<file path="config.mk">
export PLATFORM = sky130hd
export DESIGN_NAME = avl_ram_port_arbiter
export DESIGN_NICKNAME = d
export VERILOG_FILES = /design/src/rtl/avl_ram_port_arbiter.sv
export SDC_FILE = /design/constraint.sdc
export NUM_CORES = 1
export LEC_CHECK = 0
export ABC_AREA = 1
export BUFFER_PORTS_ARGS = -buffer_cell sky130_fd_sc_hd__buf_4
export CAP_MARGIN = 20
export CORE_AREA = 2 2 110 112
export CTS_CLUSTER_DIAMETER = 150
export CTS_CLUSTER_SIZE = 20
export DETAILED_ROUTE_END_ITERATION = 7
export DIE_AREA = 0 0 112 114
export HOLD_SLACK_MARGIN = 0.12
export PLACE_DENSITY = 0.58
export SLEW_MARGIN = 5
export SYNTH_ARGS = -nofsm -noshare
export SYNTH_HDL_FRONTEND = slang
export SYNTH_SLANG_ARGS = --single-unit
</file>
<file path="constraint.sdc">
create_clock -name clk -period 2.3 [get_ports clk]
set_input_delay 0.23 -clock clk [delete_from_list [all_inputs] [get_ports clk]]
set_output_delay 0.23 -clock clk [all_outputs]
set_load 0.01 [all_outputs]
</file>
<file path="src/rtl/avl_ram_port_arbiter.sv">
// Round-robin arbiter sharing one Avalon-style slave port between NUM_MASTERS masters.
// Outstanding reads are tracked in an in-order ID FIFO so returning data reaches its issuer.
module avl_ram_port_arbiter #(
   parameter int NUM_MASTERS = 2,
   parameter int RSP_DEPTH   = 4,
   parameter int AW          = 32,
   parameter int DW          = 32
) (
   input  logic                        clk,
   input  logic                        rest,
   input  logic [NUM_MASTERS*AW-1:0]   m_address,
   input  logic [NUM_MASTERS*DW/8-1:0] m_byte_en,
   input  logic [NUM_MASTERS-1:0]      m_read,
   input  logic [NUM_MASTERS-1:0]      m_write,
   input  logic [NUM_MASTERS*DW-1:0]   m_write_data,
   output logic [NUM_MASTERS-1:0]      m_request_ready,
   output logic [DW-1:0]               m_read_data,
   output logic [NUM_MASTERS-1:0]      m_read_data_valid,
   output logic [AW-1:0]               s_address,
   output logic [DW/8-1:0]             s_byte_en,
   output logic                        s_read,
   output logic                        s_write,
   output logic [DW-1:0]               s_write_data,
   input  logic                        s_request_ready,
   input  logic [DW-1:0]               s_read_data,
   input  logic                        s_read_data_valid,
   output logic                        err_orphan
);

   localparam int IW = (NUM_MASTERS > 1) ? $clog2(NUM_MASTERS) : 1;
   localparam int PW = (RSP_DEPTH > 1) ? $clog2(RSP_DEPTH) : 1;
   localparam int CW = PW + 1;
   localparam int BW = DW / 8;

   logic [IW-1:0]          rr_ptr_r;
   logic [IW-1:0]          fifo_r [RSP_DEPTH];
   logic [PW-1:0]          rd_ptr_r;
   logic [PW-1:0]          wr_ptr_r;
   logic [CW-1:0]          count_r;
   logic                   err_orphan_r;

   logic                   full_s;
   logic                   found_s;
   logic                   take_s;
   logic                   accept_s;
   logic                   push_s;
   logic                   pop_s;
   logic [NUM_MASTERS-1:0] eligible_s;
   logic [NUM_MASTERS-1:0] grant_s;
   logic [IW-1:0]          gidx_s;
   logic [IW-1:0]          rr_next_s;
   logic [IW:0]            sum_s;
   logic [IW:0]            cand_s;

   // A full FIFO blocks reads only; the registered count is used so a same-cycle pop never unblocks.
   assign full_s     = (count_r == CW'(RSP_DEPTH));
   assign eligible_s = m_write | (m_read & {NUM_MASTERS{~full_s}});

   // Round-robin search for the first eligible requester starting at rr_ptr_r
   always_comb begin
      grant_s = '0;
      gidx_s  = '0;
      found_s = 1'b0;
      take_s  = 1'b0;
      sum_s   = '0;
      cand_s  = '0;
      for (int k = 0; k < NUM_MASTERS; k++) begin
         sum_s   = {1'b0, rr_ptr_r} + (IW+1)'(k);
         cand_s  = (sum_s >= (IW+1)'(NUM_MASTERS)) ? (sum_s - (IW+1)'(NUM_MASTERS)) : sum_s;
         take_s  = ~found_s & eligible_s[cand_s[IW-1:0]];
         grant_s[cand_s[IW-1:0]] = grant_s[cand_s[IW-1:0]] | take_s;
         gidx_s  = take_s ? cand_s[IW-1:0] : gidx_s;
         found_s = found_s | take_s;
      end
   end

   // With no grant gidx_s stays 0, so the slave side then shows master 0's fields.
   assign s_address    = m_address[gidx_s*AW +: AW];
   assign s_byte_en    = m_byte_en[gidx_s*BW +: BW];
   assign s_write_data = m_write_data[gidx_s*DW +: DW];
   assign s_write      = found_s & m_write[gidx_s];
   assign s_read       = found_s & m_read[gidx_s] & ~m_write[gidx_s];

   assign m_request_ready = grant_s & {NUM_MASTERS{s_request_ready}};
   assign accept_s        = found_s & s_request_ready;
   assign push_s          = accept_s & ~m_write[gidx_s];
   assign pop_s           = s_read_data_valid & (count_r != '0);
   assign rr_next_s       = (gidx_s == IW'(NUM_MASTERS - 1)) ? '0 : (gidx_s + 1'b1);

   assign m_read_data       = s_read_data;
   assign m_read_data_valid = pop_s ? (NUM_MASTERS'(1) << fifo_r[rd_ptr_r]) : '0;
   assign err_orphan        = err_orphan_r;

   // Arbitration pointer, read-ID FIFO and sticky orphan flag
   always_ff @(posedge clk or negedge rest) begin
      if (!rest) begin
         rr_ptr_r     <= '0;
         rd_ptr_r     <= '0;
         wr_ptr_r     <= '0;
         count_r      <= '0;
         err_orphan_r <= 1'b0;
         for (int i = 0; i < RSP_DEPTH; i++) begin
            fifo_r[i] <= '0;
         end
      end else begin
         if (accept_s) begin
            rr_ptr_r <= rr_next_s;
         end
         if (push_s) begin
            fifo_r[wr_ptr_r] <= gidx_s;
            wr_ptr_r         <= wr_ptr_r + 1'b1;
         end
         if (pop_s) begin
            rd_ptr_r <= rd_ptr_r + 1'b1;
         end
         case ({push_s, pop_s})
            2'b10:   count_r <= count_r + 1'b1;
            2'b01:   count_r <= count_r - 1'b1;
            default: count_r <= count_r;
         endcase
         if (s_read_data_valid && (count_r == '0)) begin
            err_orphan_r <= 1'b1;
         end
      end
   end

endmodule

</file>
==> impl_metrics.toml, run 1 <==
[status]
status = "finished clean"

[timing]
final.setup.tns_ns = 0
setup_viol = 0
finalCritPeriodShare_pct = 94.6
clock.fmax_mhz = 460
maxSlewHeadroom_pct = 79.2
worst_slack_ns = 0.124
finalCriticalPeriod_ns = 2.18
whs_ns = 0.243
worst_pin_slew_ns = 0.312
hold_viol_final = 0
drv_slew = 0
clock_skew_ns = 0.00485

[drt]
drc_errors = 0
route.met2.wl_um = 3910
avgRoutedWirePerCell_um = 11.5
m1WireLength_um = 2910
drt-total-wl_um = 7800
wl_met3_um = 820
first_pass_iters = 4
drtAntennaViolNets = 0
via_per_inst = 3.98
num_vias = 2701
drtIter0Drc = 76
dr.max_layer_used = "met4"

[clock_tree]
clockBufferDepth = 2
cts_tree = "done"
clock_sinks = 13
cts-root-buf = "clkbuf_16"
htree_levels = 1
clk_pin_slew_ns = 0.04
clock_latency_ns = 0.24
numCtsBuffers = 3

[yosys]
synthArstFlopShare_pct = 100
yosysMostFrequentCell = "nand2_1"
synth_seq_cells = 13
synth_area_um2 = 1890
synthTopCellsByArea = "nand2_1 (45%), dfrtp_1 (17%), buf_4 (16%), ha_1 (3.3%), inv_1 (3.0%)"
synthCells = 347
synth_ff_type = "dfrtp_1"
synth_top_area_share_pct = 44.9
ys.warnings.count = 0
yosysTopAreaCell = "nand2_1"
seq_area_frac_synth_pct = 17.2
syn_nets = 529
synth_common_cells = "nand2_1 (226), buf_4 (39), inv_1 (15)"
synth-edff-count = 0
yosysUniqueCellTypes = 23
syn_avg_cell_area_um2 = 5.44

[placement]
dp_hpwl_um = 6460
place_ws_ns = -0.0230
numPortBuffers = 218
routabilityCongestion = 0.785
place_area_um2 = 3440
dpl.cell_count = 671

[pwr]
ir_drop_v = 0.000536
cellPowerDensity_nw_per_um2 = 794
clkPwrFrac_pct = 11.5
power_frac_comb_pct = 73.5
switchingPower_mw = 1.28
leakage_nw = 2.17
cellInternalPower_mw = 1.55
pwr-share-seq_pct = 15.0
netSwitchingFraction_pct = 45.2

[setup_path]
arrival_ns = 2.30
criticalPathCategory = "reg2reg"
path_cells = "nor2_4 > nand2_2 > nand2_1 > nand2_2 > nand2_2 > nand2_4 > nand2_4 > nor2_4 > inv_2 > ha_1 > inv_1 > fa_2 > a21oi_2 > o21ai_1 > xor2_1"
startpoint_type = "register"
end_kind = "register"
cp_common_cell = "nand2_2"
critPathRequiredTime_ns = 2.42
path_delay_family = "simple AND/OR/NAND/NOR gates"
slowest_delay_ns = 0.42
path_buf_inv = 2
slowest_stage = "dfrtp_1"
cp_max_fo = 8

[finish]
drive_gt1_share_pct = 46.3
multiInputGateArea_um2 = 1190
postLayoutCellArea_um2 = 3570
fillerInstances = 1297
fin_nets = 714
antenna_cells = 0
ff_latch_area_um2 = 325
area_delta_synth_final_pct = 89.1
layout.cells.non_filler = 678

[global_route]
grt_max_degree = 73
overflow = 0
grt_pass1_wl_um = 11600
antenna_found_initial = 0
grt_use_total_pct = 11.0
grt_pass1_vias = 2427

[hold_path]
hold_path_class = "in2reg"

[floorplan]
pin_count = 283
initial_core_util_pct = 16.1
core_area_um2 = 11700
fp.dieArea_um2 = 12800
die_x_um = 112
num_rows = 40
die_h_um = 114

[run]
drv_cap = 0
## through the flow
stage / util [%] / power (mW)
4_1_cts: 30.2 / 2.82
3_3_place_gp: 29.4 / 2.44
6_report: 30.5 / 2.83
2_1_floorplan: - / 1.55
3_5_place_dp: 29.4 / 2.47
5_1_grt: 30.5 / 3.10
## metal layers
layer	GRT usage (%)	vias to the layer above
li1	-	1375
met2	19.4	144
met1	12.8	1161
met4	3.33	0
met3	3.45	21
met5	0	-
## power by group through the flow
stage               registers, mW  logic (mW)  clock network, mW
floorplan                   0.404        1.14                  0
global placement            0.415        2.02                  0
detailed placement          0.418        2.05                  0
CTS                         0.415        2.07              0.332
global route                0.437        2.32              0.344
finish                      0.424        2.08              0.326
## cell type report
class                      instances  area share, %
tap                              147           5.15
clock buffer                       4           2.21
sequential                        13           9.11
timing repair buffer             226           48.3
inverter                          17           1.86
multi-input combinational        271           33.4
## state kept, by name, indices dropped and copies added (netlist names)
signal      flops
count_r         3
err_orphan      1
wr_ptr_r        2
rr_ptr_r        1
fifo_r          4
rd_ptr_r        2
## kinds of logic after synthesis
logic type / Yosys count / share of synthesized area, %
AO/OA/AOI/OAI: 9 / 2.78
XOR/XNOR: 3 / 1.39
adder cells (fa/ha/maj): 6 / 4.37
buffers and inverters: 63 / 20.9
flip-flops: 13 / 17.2
AND/OR/NAND/NOR: 253 / 53.3
## cells in the final DEF, fill, tap and decap left out, drive strengths merged
master	netlist	layout
o21ai	5	5
xor2	2	2
a31o	1	1
clkbuf	0	4
a21oi	2	2
buf	46	225
nand3	4	4
xnor2	1	1
nand2	234	234
ha	5	5
nand4	4	4
fa	1	1
nor2	11	11
a32oi	1	1
inv	17	17
dfrtp	13	13
dlygate4sd3	0	1
## repair_timing
action                                  4_1_cts  5_1_grt
hold endpoints to repair                     13        0
pin swaps                                     0        4
hold buffers                                  1        0
gates resized for setup                       1        6
endpoints found under the setup margin        1       16
setup buffers                                 0        2
## worst reg2reg max path: stages, from the launching register on
cell and delay, ns:
dfrtp_1 0.42, nor2_4 0.15, nand2_2 0.06, nand2_1 0.07
nand2_2 0.09, nand2_2 0.10, nand2_4 0.07, nand2_4 0.09
nor2_4 0.06, inv_2 0.06, ha_1 0.13, inv_1 0.06
fa_2 0.35, a21oi_2 0.12, o21ai_1 0.08, xor2_1 0.14
## final timing paths
kind / from / endpoint / slack, ns / cells past startpoint
max in group asynchronous: rest / rr_ptr_r / 1.77 / 2
worst min-delay path: s_read_data_valid / err_orphan / 0.24 / 2
worst min register to register: rd_ptr_r[1] / rd_ptr_r[1] / 0.47 / 1
worst max register to register: count_r[0] / count_r[2] / 0.12 / 15
min in group asynchronous: rest / rd_ptr_r[0] / 0.36 / 2
worst max-delay path: count_r[0] / count_r[2] / 0.12 / 15
Note: power is estimated with default switching activity, not from simulation.
==> run 2, diff against run 1 <==
--- a/config.mk
+++ b/config.mk
@@ -6,7 +6,7 @@
 export NUM_CORES = 1
 export LEC_CHECK = 0
 export ABC_AREA = 1
-export BUFFER_PORTS_ARGS = -buffer_cell sky130_fd_sc_hd__buf_4
+export BUFFER_PORTS_ARGS = -buffer_cell sky130_fd_sc_hd__buf_2
 export CAP_MARGIN = 20
 export CORE_AREA = 2 2 110 112
 export CTS_CLUSTER_DIAMETER = 150
==> impl_metrics.toml, run 2 (synthesis results as in run 1) <==
[setup_path]
path_delay_family = "simple AND/OR/NAND/NOR gates"
cp.depth = 15
slowest_delay_ns = 0.40
startpoint_type = "register"
end_kind = "register"
path_cells = "nor2_4 > nand2_1 > nand2_1 > nand2_2 > nand2_2 > nand2_4 > nand2_4 > nor2_4 > inv_2 > ha_1 > inv_1 > fa_1 > a21oi_1 > o21ai_1 > xor2_1"
ff2ff_path_depth = 15
criticalPathCategory = "reg2reg"
path_buf_inv = 2
arrival_ns = 2.32
critPathRequiredTime_ns = 2.42
r2r-start = "count_r[1]"
cp_max_fo = 5
startpoint = "count_r[1]"
slowest_stage = "dfrtp_1"

[finish]
drive_gt1_share_pct = 46.1
largest_reg_flops = 4
regMostFlops = "fifo_r"
fin_util_pct = 25.8
postLayoutCellArea_um2 = 3020
layout_commonest_cell = "nand2_1"
fin_nets = 715
layout_common_cells = "nand2_1 (226), buf_2 (218), inv_1 (15)"
area_delta_synth_final_pct = 60.2
antenna_cells = 0
reg_top3 = "fifo_r (4), count_r (3)"

[drt]
drt-total-wl_um = 7460
drtAntennaViolNets = 0
avgRoutedWirePerCell_um = 11.0
via_per_inst = 3.85
drtIter0Drc = 58
num_vias = 2611
first_pass_iters = 4
drc_errors = 0

[timing]
worst_pin_slew_ns = 0.449
drv_slew = 0
hold_viol_final = 0
whs_ns = 0.274
clock.fmax_mhz = 455
finalCriticalPeriod_ns = 2.20
setup_viol = 0
clock_skew_ns = 0.00397
finalCritPeriodShare_pct = 95.7
maxSlewHeadroom_pct = 70.1
rsz0062_at_grt = "true"

[global_route]
use_met2_pct = 17.5
grt_use_total_pct = 10.3
overflow = 0
grt_pass1_vias = 2341
grt-busiest-layer = "met2"
grt_pass1_wl_um = 10800
grt_use_met1_pct = 12.6
antenna_found_initial = 0
grt_max_degree = 47
grtUsageMet3_pct = 3.24

[clock_tree]
numCtsBuffers = 3
clk_pin_slew_ns = 0.05
clock_latency_ns = 0.24
clockBufferDepth = 2
cts_tree = "done"
cts-root-buf = "clkbuf_16"
clock_sinks = 13
htree_levels = 1

[floorplan]
num_rows = 40
initial_core_util_pct = 16.1
fp.dieArea_um2 = 12800
die_x_um = 112
die_h_um = 114
pin_count = 283
core_area_um2 = 11700

[pwr]
power_frac_comb_pct = 70.5
switchingPower_mw = 1.24
netSwitchingFraction_pct = 49.2
cellPowerDensity_nw_per_um2 = 836
ir_drop_v = 0.000457
leakage_nw = 1.99
cellInternalPower_mw = 1.29
pwr-share-seq_pct = 16.6
clkPwrFrac_pct = 12.9

[hold_path]
hp-start = "s_read_data_valid"
hold_path_class = "in2reg"
whs_path_depth = 2

[placement]
numPortBuffers = 218
place_area_um2 = 2890
dp_hpwl_um = 6330
routabilityCongestion = 0.766

[status]
status = "finished clean"

[run]
drv_cap = 0
run 2: cell types whose count changed in the layout (fill, tap and decap cells not counted), sizes merged:
cell and delta:
buf +1
run 2: path summary, 6_finish.rpt:
check	endpoint	slack (ns)
hold / removal	err_orphan	0.27
min in group asynchronous	rd_ptr_r[1]	0.41
setup reg to reg	count_r[2]	0.10
setup / recovery	count_r[2]	0.10
hold reg to reg	rd_ptr_r[1]	0.47
max in group asynchronous	count_r[0]	1.63
run 2: cell type report:
class / count / area (um2)
fillers: 1372 / 8690
flip-flops and latches: 13 / 327
well taps: 147 / 184
multi-input cells: 271 / 1190
repair buffers: 227 / 1170
inverters: 17 / 68.8
clock buffers: 4 / 78.8
run 2: per-stage QoR:
stage                     worst slack (ns)  total power [mW]  instances  TNS [ns]
after floorplan                      0.159              1.55        347         0
after global placement              0.0766              2.18        672         0
after detailed placement            0.0179              2.17        672         0
after CTS                           0.0115              2.51        677         0
after global routing               -0.0417              2.80        679    -0.108
final                                0.100              2.53        679         0
run 2: power groups by stage:
stage / Clock [mW] / Sequential (mW) / Combinational (mW)
after global routing: 0.347 / 0.429 / 2.02
after floorplan: 0 / 0.404 / 1.14
after CTS: 0.335 / 0.418 / 1.76
final: 0.327 / 0.419 / 1.78
after detailed placement: 0 / 0.421 / 1.75
after global placement: 0 / 0.416 / 1.76
run 2: routing by layer:
layer  vias to the layer above  routed length [um]
li1                       1377                   -
met1                      1079                3110
met2                       135                3470
met3                        20                 732
met4                         0                 158
met5                         -                   0
run 2: what timing repair did:
item / in CTS / in global routing
gates resized for setup: 0 / 8
setup buffers: 0 / 2
hold endpoints to repair: 13 / 0
hold buffers: 1 / 0
setup endpoints to repair: 0 / 46
